**src/rtl/stopwatch_pkg.sv**
```systemverilog
// Shared types and BCD helpers for the stopwatch timing core.
package stopwatch_pkg;

    typedef enum logic [1:0] {
        STOP    = 2'd0,
        RUN     = 2'd1,
        EXPIRED = 2'd2
    } state_e;

    localparam logic [3:0] BCD_MAX  = 4'h9;
    localparam logic [3:0] BCD_ZERO = 4'h0;

    // Clamp a nibble into the legal BCD range.
    function automatic logic [3:0] bcd_sat(input logic [3:0] d);
        return (d > BCD_MAX) ? BCD_MAX : d;
    endfunction

endpackage

```
**src/rtl/bcd_digit_step.sv**
```systemverilog
// One BCD digit of the ripple increment/decrement chain; carry doubles as borrow.
module bcd_digit_step
    import stopwatch_pkg::*;
(
    input  logic [3:0] din,
    input  logic       en,
    input  logic       down,
    output logic [3:0] dout,
    output logic       carry
);

    always_comb begin
        dout  = din;
        carry = 1'b0;
        if (en) begin
            if (down) begin
                if (din == BCD_ZERO) begin
                    dout  = BCD_MAX;
                    carry = 1'b1;
                end else begin
                    dout = din - 4'd1;
                end
            end else begin
                if (din == BCD_MAX) begin
                    dout  = BCD_ZERO;
                    carry = 1'b1;
                end else begin
                    dout = din + 4'd1;
                end
            end
        end
    end

endmodule

```
**src/rtl/stopwatch_core.sv**
```systemverilog
// N-digit BCD up/down stopwatch core: run FSM, tick divider, lap capture/hold, expiry.
module stopwatch_core
    import stopwatch_pkg::*;
#(
    parameter int unsigned DIGITS   = 4,
    parameter int unsigned TICK_DIV = 120000,
    parameter int unsigned LAP_HOLD = 200
) (
    input  logic                CLK,
    input  logic                RST_N,
    input  logic                start,
    input  logic                stop,
    input  logic                clear,
    input  logic                load,
    input  logic [4*DIGITS-1:0] load_value,
    input  logic                count_down,
    input  logic                lap,
    output logic [4*DIGITS-1:0] value,
    output logic [4*DIGITS-1:0] display,
    output logic                running,
    output logic                lap_active,
    output logic                wrap,
    output logic                expired
);

    localparam int unsigned W     = 4 * DIGITS;
    localparam int unsigned DIV_W = $clog2(TICK_DIV);
    localparam int unsigned LT_W  = $clog2(LAP_HOLD + 1);

    localparam logic [DIV_W-1:0] DIV_LAST = DIV_W'(TICK_DIV - 1);
    localparam logic [LT_W-1:0]  LAP_INIT = LT_W'(LAP_HOLD);

    state_e            state_q, state_d;
    logic [W-1:0]      value_q, value_d;
    logic [W-1:0]      lap_value_q;
    logic [LT_W-1:0]   lap_timer_q;
    logic [DIV_W-1:0]  div_q;
    logic              wrap_q, wrap_d;
    logic              expired_q, expired_d;

    logic [W-1:0]      step_value;
    logic [DIGITS:0]   carry_chain;
    logic [W-1:0]      load_sat;
    logic              cmd_halt;
    logic              tick;
    logic              value_zero;
    logic              step_zero;

    // Ripple carry/borrow chain across digits, least significant first.
    assign carry_chain[0] = 1'b1;

    for (genvar i = 0; i < int'(DIGITS); i++) begin : g_digit
        bcd_digit_step u_digit (
            .din   (value_q[4*i +: 4]),
            .en    (carry_chain[i]),
            .down  (count_down),
            .dout  (step_value[4*i +: 4]),
            .carry (carry_chain[i+1])
        );
    end

    always_comb begin
        load_sat = '0;
        for (int i = 0; i < int'(DIGITS); i++) begin
            load_sat[4*i +: 4] = bcd_sat(load_value[4*i +: 4]);
        end
    end

    assign cmd_halt   = clear | load | stop;
    assign tick       = (state_q == RUN) && (div_q == DIV_LAST) && !cmd_halt;
    assign value_zero = (value_q == '0);
    assign step_zero  = (step_value == '0);

    always_ff @(posedge CLK or negedge RST_N) begin
        if (!RST_N) begin
            state_q <= STOP;
        end else begin
            state_q <= state_d;
        end
    end

    always_comb begin
        state_d = state_q;
        if (cmd_halt) begin
            state_d = STOP;
        end else if (start && (state_q == STOP) && !(count_down && value_zero)) begin
            state_d = RUN;
        end else if (tick && count_down && !value_zero && step_zero) begin
            state_d = EXPIRED;
        end
    end

    // Output decode plus next value and event pulses.
    always_comb begin
        running   = (state_q == RUN);
        value_d   = value_q;
        wrap_d    = 1'b0;
        expired_d = 1'b0;
        if (clear) begin
            value_d = '0;
        end else if (load) begin
            value_d = load_sat;
        end else if (tick) begin
            if (!count_down) begin
                value_d = step_value;
                wrap_d  = carry_chain[DIGITS];
            end else if (!value_zero) begin
                value_d   = step_value;
                expired_d = step_zero;
            end
        end
    end

    always_ff @(posedge CLK or negedge RST_N) begin
        if (!RST_N) begin
            value_q   <= '0;
            wrap_q    <= 1'b0;
            expired_q <= 1'b0;
        end else begin
            value_q   <= value_d;
            wrap_q    <= wrap_d;
            expired_q <= expired_d;
        end
    end

    // Divider only advances while running uninterrupted; otherwise parked at zero.
    always_ff @(posedge CLK or negedge RST_N) begin
        if (!RST_N) begin
            div_q <= '0;
        end else if ((state_q == RUN) && !cmd_halt) begin
            div_q <= (div_q == DIV_LAST) ? '0 : div_q + DIV_W'(1);
        end else begin
            div_q <= '0;
        end
    end

    // Lap captures the pre-update value; clear overrides any capture.
    always_ff @(posedge CLK or negedge RST_N) begin
        if (!RST_N) begin
            lap_value_q <= '0;
            lap_timer_q <= '0;
        end else if (clear) begin
            lap_timer_q <= '0;
        end else if (lap) begin
            lap_value_q <= value_q;
            lap_timer_q <= LAP_INIT;
        end else if (lap_timer_q != '0) begin
            lap_timer_q <= lap_timer_q - LT_W'(1);
        end
    end

    assign value      = value_q;
    assign wrap       = wrap_q;
    assign expired    = expired_q;
    assign lap_active = (lap_timer_q != '0);
    assign display    = lap_active ? lap_value_q : value_q;

endmodule
```
**config.mk**
```make
export PLATFORM = sky130hd
export DESIGN_NAME = stopwatch_core
export DESIGN_NICKNAME = d
export VERILOG_FILES = /design/src/rtl/stopwatch_pkg.sv /design/src/rtl/bcd_digit_step.sv /design/src/rtl/stopwatch_core.sv
export SDC_FILE = /design/constraint.sdc
export NUM_CORES = 1
export LEC_CHECK = 0
export BUFFER_PORTS_ARGS = -buffer_cell sky130_fd_sc_hd__buf_2
export CORE_MARGIN = 10
export CORE_UTILIZATION = 30
export CTS_CLUSTER_DIAMETER = 50
export DETAILED_ROUTE_END_ITERATION = 8
export PLACE_DENSITY = 0.51
export SLEW_MARGIN = 20
export SYNTH_ARGS = -nofsm -noshare
export SYNTH_HDL_FRONTEND = slang
export SYNTH_SLANG_ARGS = --single-unit
export TNS_END_PERCENT = 20
```
**constraint.sdc**
```tcl
create_clock -name CLK -period 2.73 [get_ports CLK]
set_input_delay 0.1365 -clock CLK [delete_from_list [all_inputs] [get_ports CLK]]
set_output_delay 0.1365 -clock CLK [all_outputs]
set_load 0.02 [all_outputs]
```
==> flow_metrics.env <==
export IMPL_start_util_pct=30.8
export IMPL_min_path_type="primary input to register"
export IMPL_synth_flop_cell="dfrtp_1"
export IMPL_drc_errors=0
export IMPL_ir_drop_uv=358
export IMPL_p_per_area_nw_per_um2=576
export IMPL_critical_path_class="register to output pin"
export IMPL_crit_chain="inv_1, ha_1, nand2_1, or3_1, o21ai_0, buf_2"
export IMPL_relSlewSlack_pct=52.6
export IMPL_switching_share_pct=30.6
export IMPL_cts_root_buf="clkbuf_16"
export IMPL_grt_remaining_overflow=0
export IMPL_setup_worst_path_end_class="output pin"
export IMPL_p_sw_mw=0.878
export IMPL_ys_seq_area_share_pct=37.1
export IMPL_fmax_ghz=0.407
export IMPL_cts_sinks=61
export IMPL_cp_arrival_ns=2.32
export IMPL_htree_num_levels=3
export IMPL_grt_antenna_before_repair=0
export IMPL_async_flop_share_pct=100
export IMPL_p_leak_nw=2.24
export IMPL_cts_buffers=9
export IMPL_syn_num_nets=516
export IMPL_io_pins=60
export IMPL_hold_start="load_value[14]"
export IMPL_clockBufferDepth=2
export IMPL_p_int_mw=1.99
export IMPL_r2r_start="value[2]"
export IMPL_critical_path_top_delay_family="simple AND/OR/NAND/NOR gates"
export IMPL_rows=42
export IMPL_clk_pin_slew_ns=0.06
export IMPL_n_antenna_cell=0
export IMPL_drive_gt1_share_pct=23.3
export IMPL_core_um2=13300
export IMPL_start_kind="register"
export IMPL_gp_congestion=0.924
export IMPL_slew_viol_final=0
export IMPL_fin_skew_ns=0.00958
export IMPL_critPathSlowestCell="or3_1"
export IMPL_initialDrtViolationCount=383
export IMPL_synth_cell_types=76
export IMPL_yosysWarnings=0
export IMPL_die_height_um=137
export IMPL_ys_seq_elements=61
export IMPL_die_w_um=137
export IMPL_critPathMaxStageDelay_ns=0.47
export IMPL_rsz0062_at_grt="false"
export IMPL_timing_rr_end="value[15]"
export IMPL_pwr_share_comb_pct=21.6
export IMPL_power_frac_clock_pct=43.3
export IMPL_synth_most_common_cell="nand2_1"
export IMPL_avgViaCountPerCell=5.32
export IMPL_synth_top_area_cell="dfrtp_1"
export IMPL_required_ns=2.59
export IMPL_grt_max_degree=32
export IMPL_post_route_period_util_pct=89.9
export IMPL_dieArea_um2=18800
export IMPL_grt_util_all_layers_pct=13.7
export IMPL_ant_nets=0
export IMPL_tns_ns=0
export IMPL_wl_per_cell_um=17.7
export IMPL_tightest_slew_ns=0.711
export IMPL_drv_cap=0
export IMPL_rrSetupSlack_ns=0.33
export IMPL_hold_viol_final=0
export IMPL_hold_end="value[14]"
export IMPL_cts_tree="done"
export IMPL_reg2reg_depth=6
export IMPL_synth_cells=490
export IMPL_clk_latency_ns=0.33
export IMPL_synth_edf_count=0
export IMPL_min_period_ns=2.45
export IMPL_grt_first_pass_wirelength_mm=20.5
export IMPL_vias=3881
export IMPL_syn_to_final_growth_pct=21.2
export IMPL_syn_area_per_cell_um2=8.40
export IMPL_firstDrtPassIters=5
export IMPL_worstPathMaxFanout=6
export IMPL_wirelength_mm=12.9
export IMPL_crit_buf_inv=2
export IMPL_synthTopCellsByArea="dfrtp_1 (37%), nand2_1 (6.6%), nor2_1 (3.6%)"
export IMPL_finalSetupViolations=0
export IMPL_hold_slack_ns=0.0363
export IMPL_port_buffers=59
export IMPL_hold_depth=2
export IMPL_dp_hpwl_mm=9.63
export IMPL_power_frac_seq_pct=35.0
export IMPL_p_total_mw=2.87
export IMPL_netlist_area_leader_share_pct=37.1
export IMPL_ys_top_cells_by_count="nand2_1 (72), dfrtp_1 (61), nor2_1 (40)"
export IMPL_synth_area_um2=4120
export IMPL_outcome="complete, no violations"
export IMPL_grt_pass1_vias=3784
export IMPL_final_nets=575
==> metrics by stage <==
stage,utilization [%],instances,worst slack (ns),cell area [µm²]
detailed placement,34.8,713,0.264,4650
global route,37.4,730,0.131,4990
floorplan,-,490,0.442,4120
CTS,37.4,730,0.245,4990
global placement,34.8,713,0.343,4650
finish,37.4,730,0.276,4990
==> registers in the layout, summed over array words and instances (netlist names) <==
name	flops
div_q	17
lap_value_q	16
value	16
lap_timer_q	8
state_q	2
expired	1
wrap	1
==> layout make-up <==
| class | instances | area, µm² |
|---|---|---|
| Fill cell | 1393 | 8360 |
| Multi-Input combinational cell | 381 | 2380 |
| Sequential cell | 61 | 1530 |
| Tap cell | 176 | 220 |
| Timing Repair Buffer | 84 | 485 |
| Clock inverter | 7 | 100 |
| Inverter | 12 | 45.0 |
| Clock buffer | 9 | 225 |
==> cells by family (layout without fill, tap and decap cells) <==
family	after synthesis	count (layout)	synth area share, %
xor+xnor	24	24	5.11
buf+inv	48	112	4.99
flops	61	61	37.1
compound gates	110	110	18.0
simple gates	229	229	29.9
mux	16	16	4.32
fa+ha+maj	2	2	0.608
==> cell usage in the layout (no fill, tap or decap), types with 8 or more instances in the layout <==
| cell | Yosys | routed |
|---|---|---|
| o21ai_0 | 26 | 26 |
| nand2_1 | 72 | 72 |
| a21oi_1 | 22 | 22 |
| clkbuf_16 | 0 | 9 |
| nor2b_1 | 8 | 8 |
| buf_2 | 5 | 59 |
| xnor2_1 | 10 | 10 |
| nand2b_1 | 10 | 10 |
| nand3_1 | 12 | 12 |
| inv_1 | 11 | 11 |
| buf_4 | 1 | 24 |
| xor2_1 | 14 | 14 |
| dfrtp_1 | 61 | 61 |
| mux2_2 | 10 | 10 |
| nor3_1 | 21 | 21 |
| nor2_1 | 40 | 40 |
==> timing repair <==
| action | 4_1_cts | 5_1_grt |
|---|---|---|
| resized for setup | 0 | 0 |
| endpoints found under the setup margin | 0 | 0 |
| hold buffers | 1 | 0 |
| setup buffers | 0 | 0 |
| endpoints found under the hold margin | 29 | 0 |
==> worst reg2reg max path, cell delays in order (launching register included) <==
cell     delay, ns
dfrtp_1       0.41
nor2_1        0.35
o21ai_1       0.19
or4_1         0.69
nor3_4        0.28
nand3_1       0.11
a32o_1        0.27
==> worst max path at each step <==
stage          cells after the start  slack [ns]            from          to
2_1_floorplan                      7        0.44        value[5]  state_q[0]
3_3_place_gp                       8        0.34      count_down  state_q[0]
3_5_place_dp                       8        0.26      count_down  state_q[0]
4_1_cts                            6        0.25  lap_timer_q[0]  display[3]
5_1_grt                            6        0.13  lap_timer_q[0]  display[3]
6_report                           6        0.28  lap_timer_q[0]  display[3]
==> power groups by stage <==
stage / registers [mW] / logic, mW / clock network [mW]
3_3_place_gp: 1.02 / 0.618 / 0
4_1_cts: 1.01 / 0.626 / 1.28
6_report: 1.01 / 0.621 / 1.24
5_1_grt: 1.01 / 0.688 / 1.32
2_1_floorplan: 1.02 / 0.390 / 0
3_5_place_dp: 1.02 / 0.621 / 0
==> per-layer routing <==
layer / GRT usage (%) / vias to the layer above / share of wire [%] / routed length (µm)
met5: 0 / - / 0 / 0
met4: 3.10 / 0 / 1.2 / 151
met3: 5.10 / 13 / 7.9 / 1020
met2: 19.9 / 134 / 44 / 5700
met1: 18.8 / 1856 / 47 / 6030
li1: - / 1878 / - / -
(Power assumes the default switching activity.)
